<file path="src/rtl/dmem_write_buffer_pkg.sv">
// Shared constants and types for the posted-store write buffer.
// Imported by the FIFO and the top-level buffer.
package dmem_write_buffer_pkg;

    localparam int TMIPS_AW = 32;
    localparam int TMIPS_DW = 32;
    localparam int WB_DEPTH = 4;

    // Owner of the shared dmem address port in a given cycle
    typedef enum logic [1:0] {
        PORT_IDLE  = 2'd0,
        PORT_LOAD  = 2'd1,
        PORT_DRAIN = 2'd2
    } port_sel_e;

endpackage

</file>
<file path="src/rtl/wbuf_fifo.sv">
// Store FIFO: entry storage, head/tail/count, and a per-entry valid
// vector so the forwarding logic can tell live slots from stale ones.
module wbuf_fifo #(
    parameter int DEPTH = 4,
    parameter int WA    = 30,
    parameter int DW    = 32,
    parameter int PW    = $clog2(DEPTH),
    parameter int CW    = PW + 1
) (
    input  logic                          clk,
    input  logic                          reset,
    input  logic                          push_i,
    input  logic [WA-1:0]                 push_addr_i,
    input  logic [DW-1:0]                 push_data_i,
    input  logic                          pop_i,
    output logic [WA-1:0]                 head_addr_o,
    output logic [DW-1:0]                 head_data_o,
    output logic [PW-1:0]                 head_ptr_o,
    output logic                          full_o,
    output logic                          empty_o,
    output logic [DEPTH-1:0]              valid_o,
    output logic [DEPTH-1:0][WA-1:0]      ent_addr_o,
    output logic [DEPTH-1:0][DW-1:0]      ent_data_o
);

    logic [DEPTH-1:0][WA-1:0] addr_q;
    logic [DEPTH-1:0][DW-1:0] data_q;
    logic [PW-1:0]            head_q, head_d;
    logic [PW-1:0]            tail_q, tail_d;
    logic [CW-1:0]            count_q, count_d;
    logic                     do_pop;
    logic [PW-1:0]            offs;

    assign do_pop      = pop_i && (count_q != '0);
    assign full_o      = (count_q == CW'(DEPTH));
    assign empty_o     = (count_q == '0);
    assign head_addr_o = addr_q[head_q];
    assign head_data_o = data_q[head_q];
    assign head_ptr_o  = head_q;
    assign ent_addr_o  = addr_q;
    assign ent_data_o  = data_q;

    // Next pointer and occupancy values; push and pop together keep count
    always_comb begin
        head_d  = head_q;
        tail_d  = tail_q;
        count_d = count_q;
        if (push_i) tail_d = tail_q + PW'(1);
        if (do_pop) head_d = head_q + PW'(1);
        unique case ({push_i, do_pop})
            2'b10:   count_d = count_q + CW'(1);
            2'b01:   count_d = count_q - CW'(1);
            default: count_d = count_q;
        endcase
    end

    // A slot is live when its distance from head is below the occupancy
    always_comb begin
        valid_o = '0;
        offs    = '0;
        for (int i = 0; i < DEPTH; i++) begin
            offs       = PW'(i) - head_q;
            valid_o[i] = ({1'b0, offs} < count_q);
        end
    end

    // Pointer and count registers
    always_ff @(posedge clk or negedge reset) begin
        if (!reset) begin
            head_q  <= '0;
            tail_q  <= '0;
            count_q <= '0;
        end else begin
            head_q  <= head_d;
            tail_q  <= tail_d;
            count_q <= count_d;
        end
    end

    // Entry storage, written at tail on push
    always_ff @(posedge clk or negedge reset) begin
        if (!reset) begin
            addr_q <= '0;
            data_q <= '0;
        end else if (push_i) begin
            addr_q[tail_q] <= push_addr_i;
            data_q[tail_q] <= push_data_i;
        end
    end

endmodule

</file>
<file path="src/rtl/dmem_write_buffer.sv">
// Posted-store buffer between the core data port and dmem: absorbs
// stores, drains them when the port is idle, forwards to loads.
module dmem_write_buffer
    import dmem_write_buffer_pkg::*;
#(
    parameter int DEPTH = WB_DEPTH,
    parameter int AW    = TMIPS_AW,
    parameter int DW    = TMIPS_DW
) (
    input  logic          clk,
    input  logic          reset,
    input  logic          cpu_we,
    input  logic          cpu_re,
    input  logic [AW-1:0] cpu_addr,
    input  logic [DW-1:0] cpu_wd,
    output logic [DW-1:0] cpu_rd,
    output logic          cpu_stall,
    output logic          mem_we,
    output logic [AW-1:0] mem_addr,
    output logic [DW-1:0] mem_wd,
    input  logic [DW-1:0] mem_rd,
    output logic          wb_empty
);

    localparam int WA = AW - 2;
    localparam int PW = $clog2(DEPTH);

    logic                     full;
    logic                     empty;
    logic                     push;
    logic                     pop;
    logic [WA-1:0]            head_addr;
    logic [DW-1:0]            head_data;
    logic [PW-1:0]            head_ptr;
    logic [DEPTH-1:0]         valid;
    logic [DEPTH-1:0][WA-1:0] ent_addr;
    logic [DEPTH-1:0][DW-1:0] ent_data;
    port_sel_e                sel;
    logic                     fwd_hit;
    logic [DW-1:0]            fwd_data;
    logic [PW-1:0]            idx;

    assign push      = cpu_we && !full;
    assign pop       = (sel == PORT_DRAIN);
    assign cpu_stall = cpu_we && full;
    assign wb_empty  = empty;

    wbuf_fifo #(
        .DEPTH (DEPTH),
        .WA    (WA),
        .DW    (DW)
    ) u_fifo (
        .clk         (clk),
        .reset       (reset),
        .push_i      (push),
        .push_addr_i (cpu_addr[AW-1:2]),
        .push_data_i (cpu_wd),
        .pop_i       (pop),
        .head_addr_o (head_addr),
        .head_data_o (head_data),
        .head_ptr_o  (head_ptr),
        .full_o      (full),
        .empty_o     (empty),
        .valid_o     (valid),
        .ent_addr_o  (ent_addr),
        .ent_data_o  (ent_data)
    );

    // Loads own the port; otherwise buffered stores drain
    always_comb begin
        sel = PORT_IDLE;
        if (cpu_re)      sel = PORT_LOAD;
        else if (!empty) sel = PORT_DRAIN;
    end

    // Drive the dmem port from the selected owner
    always_comb begin
        mem_we   = 1'b0;
        mem_addr = cpu_addr;
        mem_wd   = head_data;
        unique case (sel)
            PORT_DRAIN: begin
                mem_we   = 1'b1;
                mem_addr = {head_addr, 2'b00};
            end
            default: begin
                mem_we   = 1'b0;
                mem_addr = cpu_addr;
            end
        endcase
    end

    // Walk oldest to youngest so the last live match is the newest store
    always_comb begin
        fwd_hit  = 1'b0;
        fwd_data = '0;
        idx      = '0;
        for (int k = 0; k < DEPTH; k++) begin
            idx = head_ptr + PW'(k);
            if (valid[idx] && (ent_addr[idx] == cpu_addr[AW-1:2])) begin
                fwd_hit  = 1'b1;
                fwd_data = ent_data[idx];
            end
        end
    end

    // Load data: forwarded entry wins over dmem
    always_comb begin
        cpu_rd = mem_rd;
        if (cpu_re && fwd_hit) cpu_rd = fwd_data;
    end

endmodule

</file>
<file path="config.mk">
export PLATFORM = sky130hd
export DESIGN_NAME = dmem_write_buffer
export DESIGN_NICKNAME = d
export VERILOG_FILES = /design/src/rtl/dmem_write_buffer_pkg.sv /design/src/rtl/wbuf_fifo.sv /design/src/rtl/dmem_write_buffer.sv
export SDC_FILE = /design/constraint.sdc
export NUM_CORES = 1
export LEC_CHECK = 0
export CAP_MARGIN = 20
export CORE_ASPECT_RATIO = 0.9
export CORE_MARGIN = 8
export CORE_UTILIZATION = 44
export CTS_BUF_LIST = sky130_fd_sc_hd__clkbuf_16
export DETAILED_ROUTE_END_ITERATION = 16
export PLACE_DENSITY_LB_ADDON = 0.25
export SLEW_MARGIN = 40
export SYNTH_ARGS = -nofsm -noshare
export SYNTH_HDL_FRONTEND = slang
export SYNTH_SLANG_ARGS = --single-unit
</file>
<file path="constraint.sdc">
create_clock -name clk -period 12.3 [get_ports clk]
set_clock_uncertainty 0.05 [all_clocks]
set_input_delay 2.46 -clock clk [delete_from_list [all_inputs] [get_ports clk]]
set_output_delay 2.46 -clock clk [all_outputs]
set_load 0.01 [all_outputs]
</file>
==> results of run 1 <==
-- area by class of cell --
type / count / share of cell area, %
Multi-Input combinational cell: 1284 / 53.5
Tap cell: 555 / 3.08
Inverter: 14 / 0.244
Sequential cell: 255 / 28.3
Antenna cell: 5 / 0.0555
Clock inverter: 25 / 0.827
Timing Repair Buffer: 226 / 10.1
Clock buffer: 35 / 3.88
-- kinds of logic (layout without fill, tap and decap cells) --
| logic type | Yosys count | in the layout | synth area share [%] |
|---|---|---|---|
| xor gates and xnor gates | 127 | 127 | 5.77 |
| other | 0 | 5 | 0 |
| DFF | 255 | 255 | 33.1 |
| AOI/OAI and AO/OA | 369 | 369 | 12.9 |
| adders and majority gates | 10 | 10 | 0.688 |
| and+or+nand+nor | 288 | 288 | 7.44 |
| buffers and inverters | 194 | 300 | 4.67 |
| muxes | 490 | 490 | 35.4 |
-- cells in the final DEF, fill, tap and decap left out, drive strengths merged, types with 9 or more instances in the layout --
cell type	netlist	layout
mux4	126	126
dfrtp	255	255
mux2	273	273
a211oi	32	32
o221a	17	17
xor2	18	18
buf	74	29
inv	13	20
mux2i	91	91
nor2	51	51
clkbuf	106	35
nor4	11	11
clkinv	1	15
clkdlybuf4s50	0	197
nand4	27	27
o311ai	20	20
o2111ai	13	13
ha	9	9
a21o	20	20
nor2b	34	34
o21ai	26	26
a21oi	139	139
o221ai	41	41
nand2	103	103
xnor2	109	109
o22ai	34	34
or3	36	36
-- worst max path at each step --
stage	slack (ns)	to	start	cells after the start
6_report	3.17	cpu_rd[3]	cpu_addr[7]	12
4_1_cts	3.02	cpu_rd[27]	cpu_addr[7]	11
2_1_floorplan	4.90	cpu_rd[24]	u_fifo.head_ptr_o[1]	24
3_5_place_dp	3.03	cpu_rd[27]	cpu_addr[7]	11
3_3_place_gp	3.14	cpu_rd[27]	cpu_addr[7]	11
5_1_grt	2.98	cpu_rd[31]	cpu_addr[7]	12
-- worst register-to-register path, stage by stage (launching register included) --
cell,delay (ns)
dfrtp_1,0.58
nor3_1,0.16
or2_2,0.29
buf_4,0.27
inv_1,0.16
buf_4,0.42
ha_1,0.30
inv_1,0.06
fa_1,0.38
xor2_1,0.15
nor2_1,0.12
xor2_1,0.16
-- metrics by stage --
stage	area [sq um]	cells	total power [uW]	util, %	setup slack (ns)
floorplan	19300	1733	4740	-	4.90
global placement	21400	2331	5890	49.5	3.14
detailed placement	21400	2333	5980	49.7	3.03
CTS	22500	2393	6980	52.1	3.02
global route	22500	2397	7420	52.3	2.98
finish	22600	2399	6990	52.3	3.17
-- power by group --
part	switching [uW]	internal [uW]	total, uW
combinational	2040	2180	4230
sequential	529	1280	1810
clock	380	576	956
total	2950	4040	6990
-- sequential cells by signal (all words and copies together) (netlist names) --
signal             cells
u_fifo.ent_data_o    128
u_fifo.ent_addr_o    120
u_fifo.head_ptr_o      2
u_fifo.tail_q          2
u_fifo.count_q         3
-- per-layer routing --
layer  vias to the layer above  share of wire, %
li1                       6820                 -
met1                      7939                44
met2                       604                46
met3                       109               7.2
met4                         6               3.3
met5                         -             0.060
==> reports/qor.yml, run 1 <==
min_to: "u_fifo.ent_addr_o[98]"
tns_ns: 0
cts_hold_buf: 0
crit_buf_inv: 4
synth_cells: 1733
worst_path_largest_cell_delay_ns: 0.74
slew_violations: 0
met1_usage_pct: 31.8
synth-edff-count: 0
hpwl_mm: 39.1
grt_antenna_before_repair: 7
die_x_microns: 237
ys_ff_latch: 255
p_leak_uw: 0.00865
period_share_pct: 74.2
avgSynthCellArea_sq_um: 11.1
fmaxAchievable_mhz: 110
vias_per_cell: 6.45
ctsResizeCount: 0
routedWlPerCell_microns: 25.1
dr_total_vias: 15478
overflow: 0
rr_worst_depth: 11
syn-num-nets: 1843
critical_path_class: "in -> out"
coreArea_sq_mm: 0.0432
fp-row-count: 72
synth_area_leaders: "dfrtp_1 33%, mux2_2 16%, mux4_2 15%"
timing.rr.end: "u_fifo.count_q[2]"
met3_usage_pct: 4.34
hp-class: "reg -> reg"
nets: 1925
die_area_sq_mm: 0.0508
dr.pass1.iters: 7
clock-sinks: 255
min_from: "u_fifo.ent_addr_o[98]"
finalHoldViolCount: 0
grt-busiest-layer: "met2"
crit_chain: "clkdlybuf4s50_1 -> xnor2_1 -> or4_1 -> mux2i_1 -> nand4_1 -> buf_4 -> a22oi_2 -> buf_4 -> o311ai_0 -> a21o_1 -> a21oi_1 -> clkdlybuf4s50_1"
met2_usage_pct: 35.8
setup_violations: 0
io_buffers: 198
synthFlopType: "dfrtp_1"
cp.required_ns: 9.79
drc: 0
multiInputGateArea_sq_mm: 0.0121
tritoncts: "yes"
synth_area_sq_mm: 0.0193
worst_pin_slew_ns: 0.792
critPathSlowestCell: "clkdlybuf4s50_1"
synth_top_area_share_pct: 33.1
grt_pass1_vias: 15792
area_delta_synth_final_pct: 17.0
initial_core_util_pct: 44.7
synth_cell_types: 59
cts.path.max_buffers: 3
fill_cells: 3777
drt_iter0_markers: 1269
cap_violations: 0
timing.slew.headroom_pct: 47.2
place_congestion: 0.885
path_delay_family: "buffers and inverters"
numCtsBuffers: 34
irDropWorstVdd_v: 0.000145
worst_skew_pair.late_latency_ns: 0.54
cp_max_fo: 44
status: "completed"
startpoint_type: "input port"
yosysTopAreaCell: "dfrtp_1"
fin_crit_ns: 9.13
reg2reg_from: "u_fifo.count_q[2]"
grt_pass1_wl_mm: 94.1
yosysSeqAreaShare_pct: 33.1
whs_ns: 0.482
post-cts-setup-buffer-count: 0
ys_warn_count: 0
drt_wl_total_mm: 60.2
rsz0062_at_grt: "false"
cp.arrival_ns: 6.62
async_reset_ff_share_pct: 100
min_delay_path_depth: 1
p_per_area_mw_per_mm2: 310
boundaryPins: 199
reg2reg_setup_slack_ns: 9.12
die_h_microns: 215
track_usage_pct: 23.2
endpoint_kind: "primary output"
grt_max_degree: 89
htree_levels: 2
yosys-top-cells-count: "273 x mux2_2, 255 x dfrtp_1, 139 x a21oi_1, 126 x mux4_2, 109 x xnor2_1"
yosysMostFrequentCell: "mux2_2"
ant_nets: 0
drive_gt1_share_pct: 27.5
final-seq-area_sq_mm: 0.00639
clkTransAtPathRegs_ns: 0.05
root_buffer: "clkbuf_16"
No activity file was read; power rests on OpenSTA's default activity.
==> inputs of run 2 (changes only) <==
clock period = 8 ns   (was 12.3 ns; I/O delays follow)
==> run 2 against run 1 <==
Sequential share of layout area is essentially flat. Non-clock buffer count grew 13. Global-route usage is essentially flat. Sequential power grew 54%. Cell area grew 0.11%. Critical path type unchanged.
==> reports/qor.yml, run 2 (synthesized netlist as in run 1, its figures left out) <==
io_buffers: 198
area_delta_synth_final_pct: 17.1
endpoint_kind: "primary output"
initial_core_util_pct: 44.7
vias_per_cell: 6.46
cts.path.max_buffers: 3
final_cell_area_sq_mm: 0.0226
worst_path_largest_cell_delay_ns: 0.62
drc: 0
cp_max_fo: 25
largest_register_ffs: 128
track_usage_pct: 23.2
min_from: "u_fifo.ent_addr_o[38]"
multiInputGateArea_sq_mm: 0.0120
p_per_area_mw_per_mm2: 475
fp-row-count: 72
timing.rr.end: "u_fifo.count_q[2]"
reg2reg_setup_slack_ns: 5.09
grt_pass1_vias: 15823
critPathSlowestCell: "or4_1"
crit_chain: "clkdlybuf4s50_1 -> clkinv_1 -> xnor2_1 -> nand4_1 -> or4_1 -> o211ai_1 -> o21a_4 -> buf_4 -> o22ai_1 -> a21oi_1 -> clkdlybuf4s50_1"
status: "completed"
worst_skew_pair.late_latency_ns: 0.53
p_leak_uw: 0.00870
numCtsBuffers: 34
final-seq-area_sq_mm: 0.00639
grt_antenna_before_repair: 6
ctsResizeCount: 0
final_common_cell: "mux2_2"
mostFrequentLayoutCells: "273 x mux2_2, 253 x dfrtp_1, 197 x clkdlybuf4s50_1"
tns_ns: 0
dr.pass1.iters: 5
startpoint_type: "input port"
drt_iter0_markers: 1384
critical_path_class: "in -> out"
cp.required_ns: 6.35
grt_max_degree: 97
cp.arrival_ns: 5.95
placed_area_sq_mm: 0.0215
finalHoldViolCount: 0
htree_levels: 2
slew_violations: 0
setup_violations: 0
worst_path_most_repeated_cell: "clkdlybuf4s50_1"
overflow: 0
ant_nets: 0
irDropWorstVdd_v: 0.000213
cts_hold_buf: 0
grt_pass1_wl_mm: 94.6
rr_worst_depth: 10
coreArea_sq_mm: 0.0432
tritoncts: "yes"
worst_pin_slew_ns: 0.849
nets: 1938
dr_total_vias: 15562
period_share_pct: 95.0
die_area_sq_mm: 0.0508
drt_wl_total_mm: 59.9
reg2reg_from: "u_fifo.count_q[2]"
hpwl_mm: 39.7
die_x_microns: 237
root_buffer: "clkbuf_16"
post-cts-setup-buffer-count: 0
routedWlPerCell_microns: 24.8
crit_buf_inv: 4
utilization_pct: 52.3
boundaryPins: 199
clkTransAtPathRegs_ns: 0.05
min_to: "u_fifo.ent_addr_o[38]"
rsz0062_at_grt: "false"
cap_violations: 0
drive_gt1_share_pct: 28.1
clock-sinks: 255
path_delay_family: "buffers and inverters"
hp-class: "reg -> reg"
die_h_microns: 215
place_congestion: 0.911
min_delay_path_depth: 1
fmaxAchievable_mhz: 132
timing.slew.headroom_pct: 43.2
fill_cells: 3774
fin_crit_ns: 7.60
run 2: changes by cell type in the layout (fill, tap and decap cells not counted), sizes merged:
cell | previous run | this run
clkinv | 15 | 17
diode | 5 | 3
buf | 29 | 42
bufinv | 3 | 1
run 2: cell type report:
class                      count  share of cell area, %
multi-input combinational   1284                   53.4
timing repair buffer         239                   10.5
antenna                        3                 0.0333
clock inverter                25                  0.621
sequential                   255                   28.3
tap                          555                   3.08
clock buffer                  35                   3.88
inverter                      14                  0.244
run 2: layer usage:
metal  up-vias  GRT usage, %  wire length (microns)
li1       6853             -                      -
met1      7986          31.9                  25900
met2       593          36.5                  28000
met3       124          4.18                   4060
met4         6          8.28                   1770
met5         -             0                     39
run 2: worst max-delay path by stage:
stage,end,from,cells after the start
3_5_place_dp,cpu_rd[29],cpu_addr[2],11
2_1_floorplan,cpu_rd[24],u_fifo.head_ptr_o[1],24
6_report,cpu_rd[26],cpu_addr[2],11
4_1_cts,cpu_rd[29],cpu_addr[2],11
5_1_grt,cpu_rd[29],cpu_addr[2],11
3_3_place_gp,cpu_rd[2],cpu_addr[2],10
run 2: stage by stage:
| stage | power [uW] | instances | hold slack (ns) | setup WS (ns) |
|---|---|---|---|---|
| after detailed placement | 9230 | 2347 | 0.474 | 0.209 |
| after global placement | 9060 | 2345 | 0.464 | 0.351 |
| final | 10700 | 2410 | 0.483 | 0.398 |
| after global routing | 11400 | 2409 | 0.502 | 0.181 |
| after floorplan | 7290 | 1733 | 0.429 | 1.46 |
| after CTS | 10700 | 2407 | 0.483 | 0.199 |
run 2: where the power goes:
group	switching (uW)	internal, uW	total, uW
sequential	822	1960	2780
clock	593	822	1420
combinational	3130	3380	6510
total	4550	6170	10700
